### config.mk
export PLATFORM = sky130hd
export DESIGN_NAME = register_universal_serializer
export DESIGN_NICKNAME = d
export VERILOG_FILES = /design/src/rtl/register_pkg.sv /design/src/rtl/counter_down_load.sv /design/src/rtl/register_universal_serializer.sv
export SDC_FILE = /design/constraint.sdc
export NUM_CORES = 1
export LEC_CHECK = 0
export BUFFER_PORTS_ARGS = -buffer_cell sky130_fd_sc_hd__buf_2
export CORE_UTILIZATION = 45
export CTS_BUF_LIST = sky130_fd_sc_hd__clkbuf_16
export DETAILED_ROUTE_END_ITERATION = 8
export PLACE_DENSITY = 0.71
export SLEW_MARGIN = 20
export SYNTH_ARGS = -nofsm -noshare
export SYNTH_HDL_FRONTEND = slang
export SYNTH_HIERARCHICAL = 1
export SYNTH_SLANG_ARGS = --single-unit
### constraint.sdc
create_clock -name clock -period 2.1 [get_ports clock]
set_clock_uncertainty 0.2 [all_clocks]
set_input_delay 0.315 -clock clock [delete_from_list [all_inputs] [get_ports clock]]
set_output_delay 0.315 -clock clock [all_outputs]
set_load 0.1 [all_outputs]
### src/rtl/register_pkg.sv
// Shared definitions for the universal shift register / serializer.
//   - 3-bit manual opcodes applied while the engine is idle
//   - FSM state encoding for the frame engine
package register_pkg;

  localparam logic [2:0] OP_HOLD = 3'd0;
  localparam logic [2:0] OP_LOAD = 3'd1;
  localparam logic [2:0] OP_SHR  = 3'd2;
  localparam logic [2:0] OP_SHL  = 3'd3;
  localparam logic [2:0] OP_ROR  = 3'd4;
  localparam logic [2:0] OP_ROL  = 3'd5;
  localparam logic [2:0] OP_CLR  = 3'd6;
  localparam logic [2:0] OP_RSVD = 3'd7;

  typedef enum logic {
    ST_IDLE  = 1'b0,
    ST_SHIFT = 1'b1
  } state_t;

endpackage

### src/rtl/counter_down_load.sv
// Loadable down-counter with zero flag, used as the frame bit counter.
// Ports:
//   clock      rising-edge clock
//   reset      asynchronous, active-low reset (count -> 0)
//   load       load load_value (priority over enable)
//   enable     decrement by one; saturates at zero
//   load_value value taken on load
//   zero       high while count == 0
module counter_down_load #(
  parameter int W = 3
) (
  input  logic         clock,
  input  logic         reset,
  input  logic         load,
  input  logic         enable,
  input  logic [W-1:0] load_value,
  output logic         zero
);

  logic [W-1:0] count;

  always_ff @(posedge clock or negedge reset) begin
    if (!reset) begin
      count <= '0;
    end else if (load) begin
      count <= load_value;
    end else if (enable && (count != '0)) begin
      count <= count - W'(1);
    end
  end

  assign zero = (count == '0);

endmodule

### src/rtl/register_universal_serializer.sv
// Universal shift register with an automatic parallel-to-serial frame engine.
// Idle: op selects hold/load/shift/rotate/clear. A start strobe loads data_in
// and shifts it out one bit per clock on data_out, with busy/done status.
// Ports:
//   clock     rising-edge clock
//   reset     asynchronous, active-low reset
//   op        manual opcode, honoured only when idle and start=0
//   data_in   parallel load word (LOAD and start)
//   sr        fill bit entering q[WIDTH-1] on right shift
//   sl        fill bit entering q[0] on left shift
//   start     begin a serial frame with data_in (priority over op)
//   q         register contents
//   data_out  serial output: q[0] (LSB first) or q[WIDTH-1] (MSB first)
//   busy      frame in progress
//   done      one-cycle pulse after the last frame bit
module register_universal_serializer
  import register_pkg::*;
#(
  parameter int WIDTH     = 8,
  parameter bit MSB_FIRST = 1'b0
) (
  input  logic             clock,
  input  logic             reset,
  input  logic [2:0]       op,
  input  logic [WIDTH-1:0] data_in,
  input  logic             sr,
  input  logic             sl,
  input  logic             start,
  output logic [WIDTH-1:0] q,
  output logic             data_out,
  output logic             busy,
  output logic             done
);

  localparam int CNT_W = $clog2(WIDTH);

  function automatic logic [WIDTH-1:0] shift_right(input logic [WIDTH-1:0] v,
                                                   input logic fill);
    return {fill, v[WIDTH-1:1]};
  endfunction

  function automatic logic [WIDTH-1:0] shift_left(input logic [WIDTH-1:0] v,
                                                  input logic fill);
    return {v[WIDTH-2:0], fill};
  endfunction

  state_t           state, state_next;
  logic [WIDTH-1:0] q_next;
  logic [WIDTH-1:0] frame_shift;
  logic             done_next;
  logic             cnt_load;
  logic             cnt_en;
  logic             cnt_zero;

  counter_down_load #(
    .W(CNT_W)
  ) u_cnt (
    .clock      (clock),
    .reset      (reset),
    .load       (cnt_load),
    .enable     (cnt_en),
    .load_value (CNT_W'(WIDTH - 1)),
    .zero       (cnt_zero)
  );

  // Frame direction is fixed at elaboration: LSB first shifts right with sr,
  // MSB first shifts left with sl.
  assign frame_shift = MSB_FIRST ? shift_left(q, sl) : shift_right(q, sr);

  always_comb begin
    state_next = state;
    q_next     = q;
    done_next  = 1'b0;
    cnt_load   = 1'b0;
    cnt_en     = 1'b0;
    case (state)
      ST_IDLE: begin
        if (start) begin
          q_next     = data_in;
          cnt_load   = 1'b1;
          state_next = ST_SHIFT;
        end else begin
          case (op)
            OP_LOAD: q_next = data_in;
            OP_SHR:  q_next = shift_right(q, sr);
            OP_SHL:  q_next = shift_left(q, sl);
            OP_ROR:  q_next = shift_right(q, q[0]);
            OP_ROL:  q_next = shift_left(q, q[WIDTH-1]);
            OP_CLR:  q_next = '0;
            default: q_next = q;
          endcase
        end
      end
      ST_SHIFT: begin
        q_next = frame_shift;
        if (cnt_zero) begin
          done_next = 1'b1;
          // A start seen on the terminal edge chains the next frame with no
          // idle gap; the final shift result is replaced by the new word.
          if (start) begin
            q_next   = data_in;
            cnt_load = 1'b1;
          end else begin
            state_next = ST_IDLE;
          end
        end else begin
          cnt_en = 1'b1;
        end
      end
      default: state_next = ST_IDLE;
    endcase
  end

  always_ff @(posedge clock or negedge reset) begin
    if (!reset) begin
      state <= ST_IDLE;
      q     <= '0;
      done  <= 1'b0;
    end else begin
      state <= state_next;
      q     <= q_next;
      done  <= done_next;
    end
  end

  assign busy     = (state == ST_SHIFT);
  assign data_out = MSB_FIRST ? q[WIDTH-1] : q[0];

endmodule

==> qor.yml, run 1 <==
floorplanning:
  die_area_um2: 2744
  die_y_um: 52.39
  core-area_um2: 2297
  initial_utilization_pct: 49.73
  fp.dieW_um: 52.39
  io_pins: 27
  row_count: 17
finish:
  final_cell_mix: "buf_2 (26), a21oi_1 (14), mux2_2 (12), dfrtp_1 (12)"
  fin_nets: 177
  drive_gt1_share_pct: 32.28
  final_area_um2: 1379
  final_common_cell: "buf_2"
  area_growth_pct: 20.70
  diodes: 0
  fill_cells: 216
timing:
  rsz0062_at_grt: "no"
  worst_slack_ns: 0.1163
  setup_viol: 0
  fin_crit_sh_pct: 94.46
  final-hold-violation-count: 0
  fmax_mhz: 504.1
  final_max_slew_viol_count: 0
  period_needed_ns: 1.984
clock_tree:
  clockBufferDepth: 2
  clkTransAtPathRegs_ns: 0.05
  post_cts_buffers: 0
  numCtsBuffers: 3
  tritoncts: "done"
  htree_levels: 1
  clk_latency_ns: 0.24
  root_buffer: "clkbuf_16"
  cts_sinks: 13
yosys:
  ys_warn_count: 6
  ys_seq_area_share_pct: 28.48
  synth-xor-area-share_pct: 0
  synthFlopType: "dfrtp_1"
  syn-cell-area_um2: 1142
  synth_area_leaders: "dfrtp_1 (28%), mux2_2 (12%), a311o_1 (7.0%), a21oi_1 (6.1%), nand2b_1 (4.9%)"
  avgSynthCellArea_um2: 8.589
  synth_simple_gate_area_share_pct: 18.84
  synth-compound-area-share_pct: 29.68
  synth_cell_types: 28
  synth_top_area_share_pct: 28.48
  syn_inst: 133
  synth_edf_count: 0
  yosys-mux-area-fraction_pct: 11.83
  synth_top_family_by_area: "compound AO/OA/AOI/OAI gates"
  ys_seq_elements: 13
  synth_top_cell_by_area: "dfrtp_1"
  synthArstFlopShare_pct: 100.0
  synthAdderAreaFrac_pct: 2.191
global_routing:
  antenna_found_initial: 0
  overflow: 0
  grt_pass1_vias: 1068
  grt_max_degree: 20
  grt_first_pass_wirelength_um: 4802
  grt.total_usage_pct: 24.15
run:
  max-cap-violations: 0
placement:
  place_congestion: 0.7952
  dpl_cell_area_um2: 1275
  io_buffers: 26
  dp_slack_ns: -0.01018
  dp_hpwl_um: 1980
route:
  via_count: 1068
  dr.pass1.iters: 4
  avgViaCountPerCell: 5.742
  drcViolationCount: 0
  drt_iter0_markers: 24
  routedWlPerCell_um: 15.28
  drtAntennaViolNets: 0
  routed_wl_um: 2842
status:
  status: "finished clean"
critical_path:
  cp.required_ns: 2.02
  worstSetupPathType: "reg2reg"
  cp_common_cell: "ha_1"
  cp_data_arrival_time_ns: 1.91
  cp_slowest_cell: "dfrtp_1"
  max_stage_delay_ns: 0.39
  crit_chain: "inv_1 > ha_1 > ha_1 > nand2b_1 > and2_4 > and2b_4 > a221o_1"
  crit_path_end_kind: "flop"
  critPathTopFamily: "simple AND/OR/NAND/NOR gates"
  cp.buffers_inverters: 1
  crit_fanout: 9
  crit_path_start_kind: "flop"
hold_path:
  hp-class: "in2reg"
-- registers in the layout, summed over array words and instances (netlist names) --
name and flops:
done 1, q 8, busy 1, u_cnt/count 3
-- metrics by stage --
| step | setup TNS, ns | std cells | util, % | hold slack [ns] |
|---|---|---|---|---|
| 2_1_floorplan | 0 | 135 | - | -0.1806 |
| 3_3_place_gp | 0 | 181 | 55.50 | 0.03256 |
| 3_5_place_dp | -0.01018 | 181 | 55.50 | 0.02721 |
| 4_1_cts | 0 | 186 | 59.42 | 0.2141 |
| 5_1_grt | 0 | 186 | 60.02 | 0.2465 |
| 6_report | 0 | 186 | 60.02 | 0.2259 |
-- cell usage after synthesis (2+ instances only) --
library cell  number
a21oi_1           14
nor4b_1            3
inv_1              4
clkbuf_1           2
and2_1             3
mux2_2            12
a21o_1             6
dfrtp_1           13
a221o_1            3
ha_1               2
buf_2              4
nand2b_1           9
buf_6              4
a22oi_1            2
o21ai_0            6
nor2b_1            4
nor2_1             9
a31oi_1            8
a311o_1            8
nand2_1            9
-- worst paths after layout --
kind                                                 start                         end  slack [ns]  cells after the start
worst max-delay path            u_cnt/count[0]$_DFFE_PN0P_  u_cnt/count[0]$_DFFE_PN0P_        0.12                      7
worst min-delay path                                 start              busy$_DFF_PN0_        0.23                      2
worst max register to register  u_cnt/count[0]$_DFFE_PN0P_  u_cnt/count[0]$_DFFE_PN0P_        0.12                      7
worst min register to register              busy$_DFF_PN0_              busy$_DFF_PN0_        0.36                      2
max in group asynchronous                            reset              busy$_DFF_PN0_        1.14                      2
min in group asynchronous                            reset            q[4]$_DFFE_PN0P_        0.31                      2
-- logic make-up after synthesis --
| logic type | count (synthesis) |
|---|---|
| compound gates | 49 |
| fa+ha+maj | 2 |
| mux | 12 |
| flops | 13 |
| simple gates | 40 |
| buf+inv | 16 |
| other cells | 1 |
-- routing by layer --
layer | global-route usage [%] | up-vias | wire length (µm)
met5 | 0 | - | 0
met4 | 7.895 | 0 | 26
met3 | 5.217 | 2 | 105
met2 | 40.93 | 21 | 1384
met1 | 30.02 | 506 | 1326
li1 | - | 539 | -
-- repair_timing --
item | in CTS | in global routing
hold buffers | 1 | 0
endpoints found under the hold margin | 13 | 0
endpoints found under the setup margin | 1 | 3
resized for setup | 1 | 3
-- layout make-up --
type	count	area, µm²	area share, %
well taps	28	35.03	2.541
multi-input cells	106	740.7	53.72
repair buffers	31	182.7	13.25
flip-flops and latches	13	326.6	23.68
inverters	4	15.01	1.089
clock inverters	1	3.754	0.2722
clock buffers	3	75.07	5.445
Power of run 1 is not shown: default switching activity piles up to over one toggle a cycle in this logic, so the estimate is an artifact.
==> run 2, diff against run 1 <==
--- a/config.mk
+++ b/config.mk
@@ -9,7 +9,7 @@
 export CORE_UTILIZATION = 45
 export CTS_BUF_LIST = sky130_fd_sc_hd__clkbuf_16
 export DETAILED_ROUTE_END_ITERATION = 8
-export PLACE_DENSITY = 0.71
+export PLACE_DENSITY = 0.79
 export SLEW_MARGIN = 20
 export SYNTH_ARGS = -nofsm -noshare
 export SYNTH_HDL_FRONTEND = slang
==> run 2 against run 1 <==
Via count is 3.7% higher. Critical path depth stayed put. Clock-buffer cell count stayed put.
==> qor.yml, run 2 (synthesized netlist as in run 1, its figures left out) <==
critical_path:
  critPathTopFamily: "simple AND/OR/NAND/NOR gates"
  crit_path_end_kind: "flop"
  crit_fanout: 9
  cp_data_arrival_time_ns: 1.91
  cp_common_cell: "ha_1"
  cp.required_ns: 2.02
  worstSetupPathType: "reg2reg"
  cp_slowest_cell: "dfrtp_1"
  cp.buffers_inverters: 1
  crit_chain: "inv_1 > ha_1 > ha_1 > nand2b_4 > and2_4 > and2b_4 > a221o_1"
  crit_path_start_kind: "flop"
  max_stage_delay_ns: 0.41
route:
  dr.pass1.iters: 4
  drt_iter0_markers: 14
  via_count: 1108
  drcViolationCount: 0
  routedWlPerCell_um: 15.25
  routed_wl_um: 2852
  drtAntennaViolNets: 0
  avgViaCountPerCell: 5.925
placement:
  dp_hpwl_um: 1993
  io_buffers: 26
  place_congestion: 0.7833
global_routing:
  grt_first_pass_wirelength_um: 4954
  antenna_found_initial: 0
  grt.total_usage_pct: 24.41
  busiest_layer: "met2"
  grt_pass1_vias: 1078
  overflow: 0
  use_met1_pct: 32.21
  grt_max_degree: 20
  use_met3_pct: 4.638
  use_met2_pct: 39.24
finish:
  fill_cells: 208
  final_common_cell: "buf_2"
  multi_input_area_um2: 748.2
  reg_top3: "q x8, u_cnt/count x3"
  area_growth_pct: 21.25
  drive_gt1_share_pct: 33.33
  diodes: 0
  final_cell_mix: "buf_2 (26), a21oi_1 (14), mux2_2 (12), dfrtp_1 (12)"
  final_util_pct: 60.29
  seqCellArea_um2: 326.6
  largest_reg_flops: 8
  top_register: "q"
  fin_nets: 178
timing:
  fin_tns_setup_ns: 0
  final_max_slew_viol_count: 0
  setup_viol: 0
  timing.hold.ws_ns: 0.2311
  rsz0062_at_grt: "no"
  fin_crit_sh_pct: 94.50
  period_needed_ns: 1.984
  final-hold-violation-count: 0
  fmax_mhz: 503.9
floorplanning:
  io_pins: 27
  core-area_um2: 2297
  die_area_um2: 2744
  die_y_um: 52.39
  row_count: 17
  initial_utilization_pct: 49.73
  fp.dieW_um: 52.39
clock_tree:
  htree_levels: 1
  clkTransAtPathRegs_ns: 0.05
  root_buffer: "clkbuf_16"
  clockBufferDepth: 2
  numCtsBuffers: 3
  tritoncts: "done"
  cts_sinks: 13
  clk_latency_ns: 0.24
hold_path:
  hp-class: "in2reg"
run:
  max-cap-violations: 0
status:
  status: "finished clean"
-- run 2: repair_timing --
item / CTS / global route
hold endpoints to repair: 13 / 0
hold buffers: 1 / 0
setup buffers: 0 / 0
gates cloned: 0 / 0
setup endpoints to repair: 1 / 3
resized for setup: 1 / 5
-- run 2: path summary, 6_finish.rpt --
check | from | end | slack [ns] | depth (start not counted)
min | start | busy$_DFF_PN0_ | 0.23 | 2
min reg2reg | q[0]$_DFFE_PN0P_ | q[0]$_DFFE_PN0P_ | 0.42 | 2
max in group asynchronous | reset | busy$_DFF_PN0_ | 1.14 | 2
max | u_cnt/count[0]$_DFFE_PN0P_ | u_cnt/count[0]$_DFFE_PN0P_ | 0.12 | 7
max reg2reg | u_cnt/count[0]$_DFFE_PN0P_ | u_cnt/count[0]$_DFFE_PN0P_ | 0.12 | 7
min in group asynchronous | reset | q[6]$_DFFE_PN0P_ | 0.30 | 2
-- run 2: metal layers --
layer  routed length, µm  share of wire (%)
met1                1304                 46
met2                1363                 48
met3                 142                5.0
met4                  42                1.5
met5                   0                  0
-- run 2: layout make-up --
class                      count  area share (%)
clock buffer                   3           5.420
clock inverter                 1          0.2710
inverter                       4           1.084
multi-input combinational    106           54.02
sequential                    13           23.58
tap                           28           2.529
timing repair buffer          32           13.10
-- run 2: worst reg2reg max path: stages (launching register included) --
cell and delay [ns]:
dfrtp_1 0.41, inv_1 0.08, ha_1 0.14, ha_1 0.19, nand2b_4 0.15, and2_4 0.20
and2b_4 0.20, a221o_1 0.31
-- run 2: per-stage QoR --
step                std cells  cell area, µm²  setup WS (ns)
floorplan                 135            1151        0.01003
global placement          182            1270         0.1102
detailed placement        182            1270        0.02196
CTS                       187            1360        0.05726
global route              187            1385        0.01815
finish                    187            1385         0.1155
Power of run 2 is left out for the same reason.
